## config.mk

```make
export PLATFORM = sky130hd
export DESIGN_NAME = fp32_add_hs
export DESIGN_NICKNAME = d
export VERILOG_FILES = /design/src/rtl/fp32_pkg.sv /design/src/rtl/fp32_unpack.sv /design/src/rtl/fp32_add_hs.sv
export SDC_FILE = /design/constraint.sdc
export NUM_CORES = 1
export LEC_CHECK = 0
export CAP_MARGIN = 20
export CORE_MARGIN = 3
export CORE_UTILIZATION = 25
export CTS_BUF_LIST = sky130_fd_sc_hd__clkbuf_8
export CTS_CLUSTER_SIZE = 28
export DETAILED_ROUTE_END_ITERATION = 7
export RECOVER_POWER = 100
export SYNTH_ARGS = -nofsm -noshare
export SYNTH_HDL_FRONTEND = slang
export SYNTH_SLANG_ARGS = --single-unit
```

## constraint.sdc

```tcl
create_clock -name clk -period 9.4 [get_ports clk]
set_input_delay 2.35 -clock clk [delete_from_list [all_inputs] [get_ports clk]]
set_output_delay 2.35 -clock clk [all_outputs]
set_load 0.1 [all_outputs]
```

## src/rtl/fp32_pkg.sv

```systemverilog
// Shared types and constants for the binary32 handshake adder.
package fp32_pkg;

  localparam int unsigned EXP_W  = 10;
  localparam int unsigned MANT_W = 27;

  localparam logic signed [EXP_W-1:0] EXP_BIAS = 10'sd127;
  localparam logic signed [EXP_W-1:0] EXP_MIN  = -10'sd126;
  localparam logic signed [EXP_W-1:0] EXP_MAX  = 10'sd127;
  localparam logic signed [EXP_W-1:0] ALIGN_MAX = 10'sd26;

  localparam logic [31:0] QNAN    = 32'h7FC0_0000;
  localparam logic [31:0] POS_INF = 32'h7F80_0000;
  localparam logic [31:0] NEG_INF = 32'hFF80_0000;

  typedef enum logic [3:0] {
    GET_A,
    GET_B,
    UNPACK,
    SPECIAL,
    ALIGN,
    ADD0,
    ADD1,
    NORM1,
    NORM2,
    ROUND,
    PACK,
    PUT_Z
  } state_e;

  // exp is the raw unbiased field (-127 for a zero exponent field);
  // mant carries hidden bit, fraction and three guard/round/sticky zeros.
  typedef struct packed {
    logic                    sign;
    logic signed [EXP_W-1:0] exp;
    logic [MANT_W-1:0]       mant;
    logic                    is_nan;
    logic                    is_inf;
    logic                    is_zero;
    logic                    is_sub;
  } fp_unpacked_t;

endpackage

```

## src/rtl/fp32_unpack.sv

```systemverilog
// Splits a binary32 word into sign, unbiased exponent, extended mantissa and class flags.
module fp32_unpack
  import fp32_pkg::*;
(
  input  logic [31:0]  x_i,
  output fp_unpacked_t u_o
);

  logic [7:0]  exp_field;
  logic [22:0] frac;

  assign exp_field = x_i[30:23];
  assign frac      = x_i[22:0];

  always_comb begin
    u_o         = '0;
    u_o.sign    = x_i[31];
    u_o.exp     = $signed({2'b00, exp_field}) - EXP_BIAS;
    u_o.mant    = {(exp_field != 8'h00), frac, 3'b000};
    u_o.is_nan  = (exp_field == 8'hFF) && (frac != '0);
    u_o.is_inf  = (exp_field == 8'hFF) && (frac == '0);
    u_o.is_zero = (exp_field == 8'h00) && (frac == '0);
    u_o.is_sub  = (exp_field == 8'h00) && (frac != '0);
  end

endmodule

```

## src/rtl/fp32_add_hs.sv

```systemverilog
// Sequential IEEE-754 binary32 adder with stb/ack handshakes, one add in flight.
// Define FP32_ADD_DENORM_EN for gradual underflow; otherwise subnormals flush to signed zero.
module fp32_add_hs
  import fp32_pkg::*;
(
  input  logic        clk,
  input  logic        rst,
  input  logic [31:0] input_a,
  input  logic        input_a_stb,
  output logic        input_a_ack,
  input  logic [31:0] input_b,
  input  logic        input_b_stb,
  output logic        input_b_ack,
  output logic [31:0] output_z,
  output logic        output_z_stb,
  input  logic        output_z_ack
);

  state_e state_q, state_d;

  logic [31:0]             a_q, a_d, b_q, b_d, z_q, z_d;
  logic                    a_ack_q, a_ack_d, b_ack_q, b_ack_d, z_stb_q, z_stb_d;
  logic                    a_s_q, a_s_d, b_s_q, b_s_d, z_s_q, z_s_d;
  logic signed [EXP_W-1:0] a_e_q, a_e_d, b_e_q, b_e_d, z_e_q, z_e_d;
  logic [MANT_W-1:0]       a_m_q, a_m_d, b_m_q, b_m_d, z_m_q, z_m_d;
  logic [MANT_W:0]         sum_q, sum_d;
  logic [7:0]              exp_field;

  fp_unpacked_t ua, ub;
  logic         a_zero, b_zero;

  fp32_unpack u_unpack_a (.x_i(a_q), .u_o(ua));
  fp32_unpack u_unpack_b (.x_i(b_q), .u_o(ub));

`ifdef FP32_ADD_DENORM_EN
  assign a_zero = ua.is_zero;
  assign b_zero = ub.is_zero;
`else
  assign a_zero = ua.is_zero | ua.is_sub;
  assign b_zero = ub.is_zero | ub.is_sub;
`endif

  assign input_a_ack  = a_ack_q;
  assign input_b_ack  = b_ack_q;
  assign output_z     = z_q;
  assign output_z_stb = z_stb_q;

  always_comb begin
    state_d   = state_q;
    a_d       = a_q;
    b_d       = b_q;
    z_d       = z_q;
    a_ack_d   = a_ack_q;
    b_ack_d   = b_ack_q;
    z_stb_d   = z_stb_q;
    a_s_d     = a_s_q;
    b_s_d     = b_s_q;
    z_s_d     = z_s_q;
    a_e_d     = a_e_q;
    b_e_d     = b_e_q;
    z_e_d     = z_e_q;
    a_m_d     = a_m_q;
    b_m_d     = b_m_q;
    z_m_d     = z_m_q;
    sum_d     = sum_q;
    exp_field = 8'(z_e_q + EXP_BIAS);

    unique case (state_q)
      GET_A: begin
        a_ack_d = 1'b1;
        if (a_ack_q && input_a_stb) begin
          a_d     = input_a;
          a_ack_d = 1'b0;
          state_d = GET_B;
        end
      end
      GET_B: begin
        b_ack_d = 1'b1;
        if (b_ack_q && input_b_stb) begin
          b_d     = input_b;
          b_ack_d = 1'b0;
          state_d = UNPACK;
        end
      end
      UNPACK: begin
        a_s_d   = ua.sign;
        a_e_d   = ua.is_sub ? EXP_MIN : ua.exp;
        a_m_d   = ua.mant;
        b_s_d   = ub.sign;
        b_e_d   = ub.is_sub ? EXP_MIN : ub.exp;
        b_m_d   = ub.mant;
        state_d = SPECIAL;
      end
      SPECIAL: begin
        state_d = PUT_Z;
        z_stb_d = 1'b1;
        if (ua.is_nan || ub.is_nan) begin
          z_d = QNAN;
        end else if (ua.is_inf) begin
          z_d = (ub.is_inf && (ua.sign != ub.sign)) ? QNAN : (ua.sign ? NEG_INF : POS_INF);
        end else if (ub.is_inf) begin
          z_d = ub.sign ? NEG_INF : POS_INF;
        end else if (a_zero && b_zero) begin
          z_d = {ua.sign & ub.sign, 31'b0};
        end else if (a_zero) begin
          z_d = b_q;
        end else if (b_zero) begin
          z_d = a_q;
        end else begin
          state_d = ALIGN;
          z_stb_d = 1'b0;
        end
      end
      ALIGN: begin
        // Bits shifted out are OR-ed into bit 0 so it always means "something below was nonzero".
        if (a_e_q > b_e_q) begin
          if ((a_e_q - b_e_q) > ALIGN_MAX) begin
            b_m_d = {{(MANT_W-1){1'b0}}, |b_m_q};
            b_e_d = a_e_q;
          end else begin
            b_m_d = {1'b0, b_m_q[MANT_W-1:2], b_m_q[1] | b_m_q[0]};
            b_e_d = b_e_q + 10'sd1;
          end
        end else if (b_e_q > a_e_q) begin
          if ((b_e_q - a_e_q) > ALIGN_MAX) begin
            a_m_d = {{(MANT_W-1){1'b0}}, |a_m_q};
            a_e_d = b_e_q;
          end else begin
            a_m_d = {1'b0, a_m_q[MANT_W-1:2], a_m_q[1] | a_m_q[0]};
            a_e_d = a_e_q + 10'sd1;
          end
        end else begin
          state_d = ADD0;
        end
      end
      ADD0: begin
        z_e_d = a_e_q;
        if (a_s_q == b_s_q) begin
          sum_d = {1'b0, a_m_q} + {1'b0, b_m_q};
          z_s_d = a_s_q;
        end else if (a_m_q >= b_m_q) begin
          sum_d = {1'b0, a_m_q - b_m_q};
          z_s_d = a_s_q;
        end else begin
          sum_d = {1'b0, b_m_q - a_m_q};
          z_s_d = b_s_q;
        end
        state_d = ADD1;
      end
      ADD1: begin
        if (sum_q[MANT_W]) begin
          z_m_d = {sum_q[MANT_W:2], sum_q[1] | sum_q[0]};
          z_e_d = z_e_q + 10'sd1;
        end else begin
          z_m_d = sum_q[MANT_W-1:0];
        end
        state_d = NORM1;
      end
      NORM1: begin
        // An exact-zero difference is left alone instead of shifting down to EXP_MIN.
        if (!z_m_q[MANT_W-1] && (z_e_q > EXP_MIN) && (z_m_q != '0)) begin
          z_m_d = {z_m_q[MANT_W-2:0], 1'b0};
          z_e_d = z_e_q - 10'sd1;
        end else begin
`ifdef FP32_ADD_DENORM_EN
          state_d = NORM2;
`else
          state_d = ROUND;
`endif
        end
      end
      NORM2: begin
`ifdef FP32_ADD_DENORM_EN
        if (z_e_q < EXP_MIN) begin
          z_m_d = {1'b0, z_m_q[MANT_W-1:2], z_m_q[1] | z_m_q[0]};
          z_e_d = z_e_q + 10'sd1;
        end else begin
          state_d = ROUND;
        end
`else
        state_d = ROUND;
`endif
      end
      ROUND: begin
        if (z_m_q[2] && (z_m_q[1] | z_m_q[0] | z_m_q[3])) begin
          if (&z_m_q[MANT_W-1:3]) begin
            z_m_d = {1'b1, {(MANT_W-1){1'b0}}};
            z_e_d = z_e_q + 10'sd1;
          end else begin
            z_m_d = {z_m_q[MANT_W-1:3] + 24'd1, 3'b000};
          end
        end
        state_d = PACK;
      end
      PACK: begin
        z_stb_d = 1'b1;
        state_d = PUT_Z;
        if (z_e_q > EXP_MAX) begin
          z_d = z_s_q ? NEG_INF : POS_INF;
        end else if (z_m_q[MANT_W-1:3] == '0) begin
          z_d = '0;
        end else if ((z_e_q == EXP_MIN) && !z_m_q[MANT_W-1]) begin
`ifdef FP32_ADD_DENORM_EN
          z_d = {z_s_q, 8'h00, z_m_q[MANT_W-2:3]};
`else
          z_d = {z_s_q, 31'b0};
`endif
        end else begin
          z_d = {z_s_q, exp_field, z_m_q[MANT_W-2:3]};
        end
      end
      PUT_Z: begin
        if (output_z_ack) begin
          z_stb_d = 1'b0;
          state_d = GET_A;
        end
      end
      default: state_d = GET_A;
    endcase
  end

  always_ff @(posedge clk) begin
    if (rst) begin
      state_q <= GET_A;
      a_q     <= '0;
      b_q     <= '0;
      z_q     <= '0;
      a_ack_q <= 1'b0;
      b_ack_q <= 1'b0;
      z_stb_q <= 1'b0;
      a_s_q   <= 1'b0;
      b_s_q   <= 1'b0;
      z_s_q   <= 1'b0;
      a_e_q   <= '0;
      b_e_q   <= '0;
      z_e_q   <= '0;
      a_m_q   <= '0;
      b_m_q   <= '0;
      z_m_q   <= '0;
      sum_q   <= '0;
    end else begin
      state_q <= state_d;
      a_q     <= a_d;
      b_q     <= b_d;
      z_q     <= z_d;
      a_ack_q <= a_ack_d;
      b_ack_q <= b_ack_d;
      z_stb_q <= z_stb_d;
      a_s_q   <= a_s_d;
      b_s_q   <= b_s_d;
      z_s_q   <= z_s_d;
      a_e_q   <= a_e_d;
      b_e_q   <= b_e_d;
      z_e_q   <= z_e_d;
      a_m_q   <= a_m_d;
      b_m_q   <= b_m_d;
      z_m_q   <= z_m_d;
      sum_q   <= sum_d;
    end
  end

endmodule

```

* Yosys cells after proc, flatten, opt, wreduce, memory -nomap -nowiden
Index checks and enable logic that the tools add are counted.
** Word-level totals
- Register bits after elaboration :: 245
- Logic and storage cells :: 187
** Cells by class
- Add/sub/neg operators :: 13
- $lt $le $gt $ge :: 7
- Equal/unequal tests :: 29
- Mux-type cells :: 67
- Bitwise operators :: 8
- Reductions and logical operators :: 46
** Operators by type and width (number)
- $mux 32 :: 12
- $mux 27 :: 8
- $mux 10 :: 11
- $pmux 27 s2 :: 2
- $pmux 27 s3 :: 1
- $pmux 32 s2 :: 1
- $reduce_or 27->1 :: 2
- $sub 27x27->27 :: 2
- $mux 26 :: 2
- $mux 4 :: 12
- $pmux 4 s12 :: 1
- $logic_not 23->1 :: 2
- $reduce_bool 23->1 :: 2
- $pmux 10 s2 :: 2
- $pmux 10 s4 :: 1
- $mux 31 :: 1
- $add 10x2->10 const B :: 3
- $add 27x27->28 :: 1
- $mux 28 :: 1
- $ge 27x27->1 :: 1
- $reduce_bool 27->1 :: 1
- $add 24x1->24 const B :: 1
- $logic_not 24->1 :: 1
- $ne 2x2->1 const B :: 12
- 34 further kinds :: 87

* Longest topological paths before layout
- Word-level depth :: 10
- Depth in mapped cells :: 17
- Depth with buffers taken out :: 16

* By module
Synthesis repeated with hierarchy kept, for this count alone.
** Second synthesis, totals
- Cell total of the unflattened synthesis :: 2517
- Area total of the unflattened synthesis :: 18612.9 um2
** Modules (own cells, without submodules)
- fp32_add_hs :: instances 1, cells an instance 2387, area an instance 17636.9 um2
- fp32_unpack at u_unpack_b :: instances 1, cells an instance 65, area an instance 498.0 um2
- fp32_unpack at u_unpack_a :: instances 1, cells an instance 65, area an instance 478.0 um2

* Worst setup path after synthesis
No wires, ideal clock.
- Kind :: register -> register
- Start point :: register state_q[0]
- End point :: register z_e_q[9]
- Setup time :: 81 ps
- Arrival time :: 3666 ps
- Data required time :: 9319 ps
- Slack :: 5653 ps
- Cell stages (with the launch flop) :: 17
- Buffers on the path :: 1
- Clock period less this slack :: 3747 ps
- Cell sequence :: dfxtp_1 > clkbuf_1 > nand2b_1 > nor2_1 > and2_1 > a31oi_1 > ha_1 > a21o_1 > a21o_1 > a21o_1 > a21oi_1 > nor2_1 > a211oi_1 > o21ai_0 > xnor2_1 > or4_1 > a41oi_1
** Between the ends
- Cells in the longest elaborated chain, start to end :: 3
** RTL lines
- from (decl) :: RTL line fp32_add_hs.sv:19 : state_e state_q, state_d;
- from (signal assigned) :: RTL line fp32_add_hs.sv:242 : state_q <= state_d;
- $eq 4x4->1 or $eq 4x3->1 (tied branches) :: RTL line fp32_add_hs.sv:68 : unique case (state_q)
- $reduce_bool 4->1 (no source line) or $ne 2x2->1 (tied branches)
- $reduce_and 5->1 (no source line)
- to (signal assigned) :: RTL line fp32_add_hs.sv:254 : z_e_q <= z_e_d;
- to (decl) :: RTL line fp32_add_hs.sv:24 : logic signed [EXP_W-1:0] a_e_q, a_e_d, b_e_q, b_e_d, z_e_q, z_e_d;
Several ways; a longest one is shown, not always the timed one.
A chain may end at the register's enable or synchronous reset.

==> parameters.txt <==
Parameter                              Value

Outcome
  Result of the run ... finished, violations left
  Failing checks ... capacitance limit, slew limit

GRT
  Vias in the first global route ... approximately 17000
  Global-route wire length before repair ... about 100000 um
  Maximum number of pins on one net before global-route repair ... a little under 90
  Grt total ovfl ... 0
  All-Layer GR Usage ... approximately 17%
  Initial antenna violation count ... 0

Drt
  Detailed Route Iter0 Violations ... about 1900
  Post-route ant nets ... 0
  Drt wl/cell ... slightly below 20 um
  Vias after detailed routing ... between 15000 and 20000
  WL met1 ... about 31000 um
  Initial DRT Pass Iterations ... 6
  Uppermost layer routed ... met4
  Amount of wire on met3 after detailed routing ... around 5300 um
  Post-route DRC ... 0
  Routed wire length ... between 60000 and 70000 um
  Detailed-route vias per instance ... about 5.5
  Routed length on met2 ... 28900 um

Logic synthesis
  Post-Synthesis Net Count ... approximately 2600
  Number of flops mapped to enable cells by yosys ... 0
  Post-synth ARST share ... 0%
  Post-synthesis cell count ... roughly 2400
  Synth Cell Area ... 18100 um^2
  Simple-gate share of the synthesized area ... between 20% and 30%
  Mean cell area of the mapped netlist ... roughly 7.4 um^2
  Warnings, synthesis ... 0
  Multiplexer share of the synthesized area ... 3.14%
  Flip-flop cell with the highest count after synthesis ... dfxtp_1
  Sequential fraction of the synthesis area ... 27.1%
  Complex-gate fraction of the synthesized area ... between 20 and 30%
  Combinational family with the most area after synthesis ... compound AO/OA/AOI/OAI gates
  Count of state elements after synthesis ... 245
  Synth Area in Adders ... 8.90%
  Distinct cells, synth ... 96
  Synthesized-area fraction occupied by xor and xnor cells ... 2.76%

Placed design
  IO Port Bufs ... 103
  Gpl congestion ... between 0.9 and 1
  Dpl cells ... around 3300
  Final HPWL from detailed placement ... around 50000 um

Timing
  Post-layout minimum cycle time ... ~6.7 ns
  Slew @ Worst Pin ... between 3 and 4 ns
  Setup repair after global routing missed its margin ... no
  Clock Skews ... approximately 0.03 ns
  Final hold violation count ... 0
  Fin Setup TNS ... 0 ns
  Total setup violations reported at the end of the flow ... 0
  Achievable frequency ... 149 MHz
  Final critical-path share of the clock period ... 71.6%
  Final Max Slew Viols ... 270
  Worst slew margin relative to its limit ... -155%

Finish
  Total number of nets in the final design ... 2633
  Fillers ... ~7800
  Antenna diodes ... 0
  Synthesis-to-layout area growth ... 14.2%
  Layout cells sized above 1 ... 5.55%
  Final standard cell count with taps included and fillers excluded ... about 3400

Clock network
  Number of setup buffers added after CTS ... 0
  Buffer depth of the longest clock path ... 3
  Clock sinks ... between 200 and 250
  TritonCTS clock tree ... done
  Count of hold-fix buffers inserted at cts ... 0
  Post-cts repair resize count ... 0
  Cell at the root of the clock tree ... clkbuf_8
  H-tree depth reported by CTS ... 2
  Clock slew at reported path FFs ... about 0.070 ns
  Number of buffers added by the clock tree synthesis step ... 42
  Clock latency on the worst-skew pair ... around 0.6 ns

Worst setup path
  Critical setup path kind ... input pin to flop
  CP Max Fanout ... 86
  Data arrival time of the worst path ... 7.22 ns
  Type of element capturing the critical path ... flop
  Crit path launch type ... input pin
  Worst r2r path cells ... 11
  Required time worst endpoint ... 9.89 ns

Floorplanning
  IO Pins ... about 100
  Die Area ... approximately 76000 um^2
  Placeable Area ... between 70000 and 80000 um^2
  Row Count ... 97
  Vertical extent of the die ... 275 um
  Die X ... between 200 and 300 um
  Starting utilization of the core area ... between 20 and 30%

Power and ir drop
  Power density over the cells ... around 250 nW/um^2
  Pwr Total ... 5.08 mW
  Max IR drop VDD ... approximately 0.22 mV
  Pleak ... between 7 and 8 nW

Worst hold path
  Hold WC Path Type ... flop to flop
  Hold path cells ... 2

Flow run
  Maximum Capacitance Violations ... 6
where the power goes:
part | switching [mW] | internal, mW
Combinational | 1.83 | 0.946
Clock | 0.488 | 0.572
Sequential | 0.136 | 1.11
Total | 2.45 | 2.63
synth_stat cells, drive strengths merged, types with 14 or more instances:
library cell,n,area (um^2)
nor2,184,711
a31oi,17,121
a21oi,256,1280
a211oi,100,751
a2111oi,15,143
nor4,47,328
o21ai,139,699
nand2,334,1260
mux2,14,158
ha,119,1490
inv,126,473
xnor2,38,333
dfxtp,245,4900
xor2,19,166
nand4,25,163
nand3,66,335
clkbuf,123,462
o31ai,14,105
a221oi,61,534
o211ai,23,186
nor3,96,480
o21bai,17,128
a211o,17,149
mux2i,41,410
nor2b,22,138
and3,14,87.6
a21o,32,240
and2,14,87.6
buf,45,229
cell usage in the layout, fill, tap and decap left out, types with 37 or more instances in the layout:
master and count:
nor2_1 180, o21ai_0 134, clkdlybuf4s50_1 64, nand2_1 333
a221oi_1 61, ha_1 119, mux2i_1 41, dfxtp_1 245
a211oi_1 100, nor4_1 43, clkbuf_8 55, nand3_1 65
dlygate4sd3_1 38, xnor2_1 37, a21oi_1 255, nor3_1 96
inv_1 138
layer usage:
layer	vias to the layer above	GRT usage, %
li1	8901	-
met1	8922	24.9
met2	795	26.0
met3	128	2.95
met4	0	5.34
met5	-	0
worst max-delay path: stages:
cell	delay (ns)
clkbuf_8	0.45
clkbuf_1	2.73
buf_4	1.07
nor3_1	0.11
a211o_1	0.31
layout make-up:
| type | instances | area (um^2) | area share (%) |
|---|---|---|---|
| Sequential cell | 245 | 4900 | 23.8 |
| Clock buffer | 54 | 743 | 3.60 |
| Inverter | 126 | 473 | 2.29 |
| Multi-Input combinational cell | 1894 | 12000 | 58.0 |
| Timing Repair Buffer | 130 | 1210 | 5.87 |
| Clock inverter | 21 | 154 | 0.746 |
| Tap cell | 940 | 1180 | 5.70 |
kinds of logic after synthesis:
logic type               count (synthesis)
buffers and inverters                  294
XOR/XNOR                                57
AO/OA/AOI/OAI                          792
adder cells (fa/ha/maj)                125
AND/OR/NAND/NOR                        865
multiplexers                            55
flip-flops                             245
through the flow:
stage	utilization (%)	setup slack, ns	area (um^2)	hold WS (ns)
detailed placement	28.0	4.29	19900	0.450
floorplan	-	5.65	18100	0.439
finish	29.1	2.67	20600	0.452
CTS	29.3	4.88	20700	0.459
global route	29.1	2.41	20600	0.482
global placement	28.0	4.25	19900	0.442
final timing paths:
| path | slack [ns] | to | from |
|---|---|---|---|
| worst max-delay path | 2.67 | sum_q[19] | rst |
| worst min-delay path | 0.45 | output_z[23] | output_z[23] |
| worst max register to register | 3.25 | b_e_q[8] | state_q[3] |
| worst min register to register | 0.45 | output_z[23] | output_z[23] |
flip-flops by register name, indices dropped and copies added, names as in the netlist, 4 cells and up:
name      flops
output_z     32
z_e_q        10
a_q          32
b_m_q        27
a_e_q        10
b_q          32
b_e_q        10
z_m_q        27
state_q       4
sum_q        28
a_m_q        27
Power figures use the tool's default switching activity.
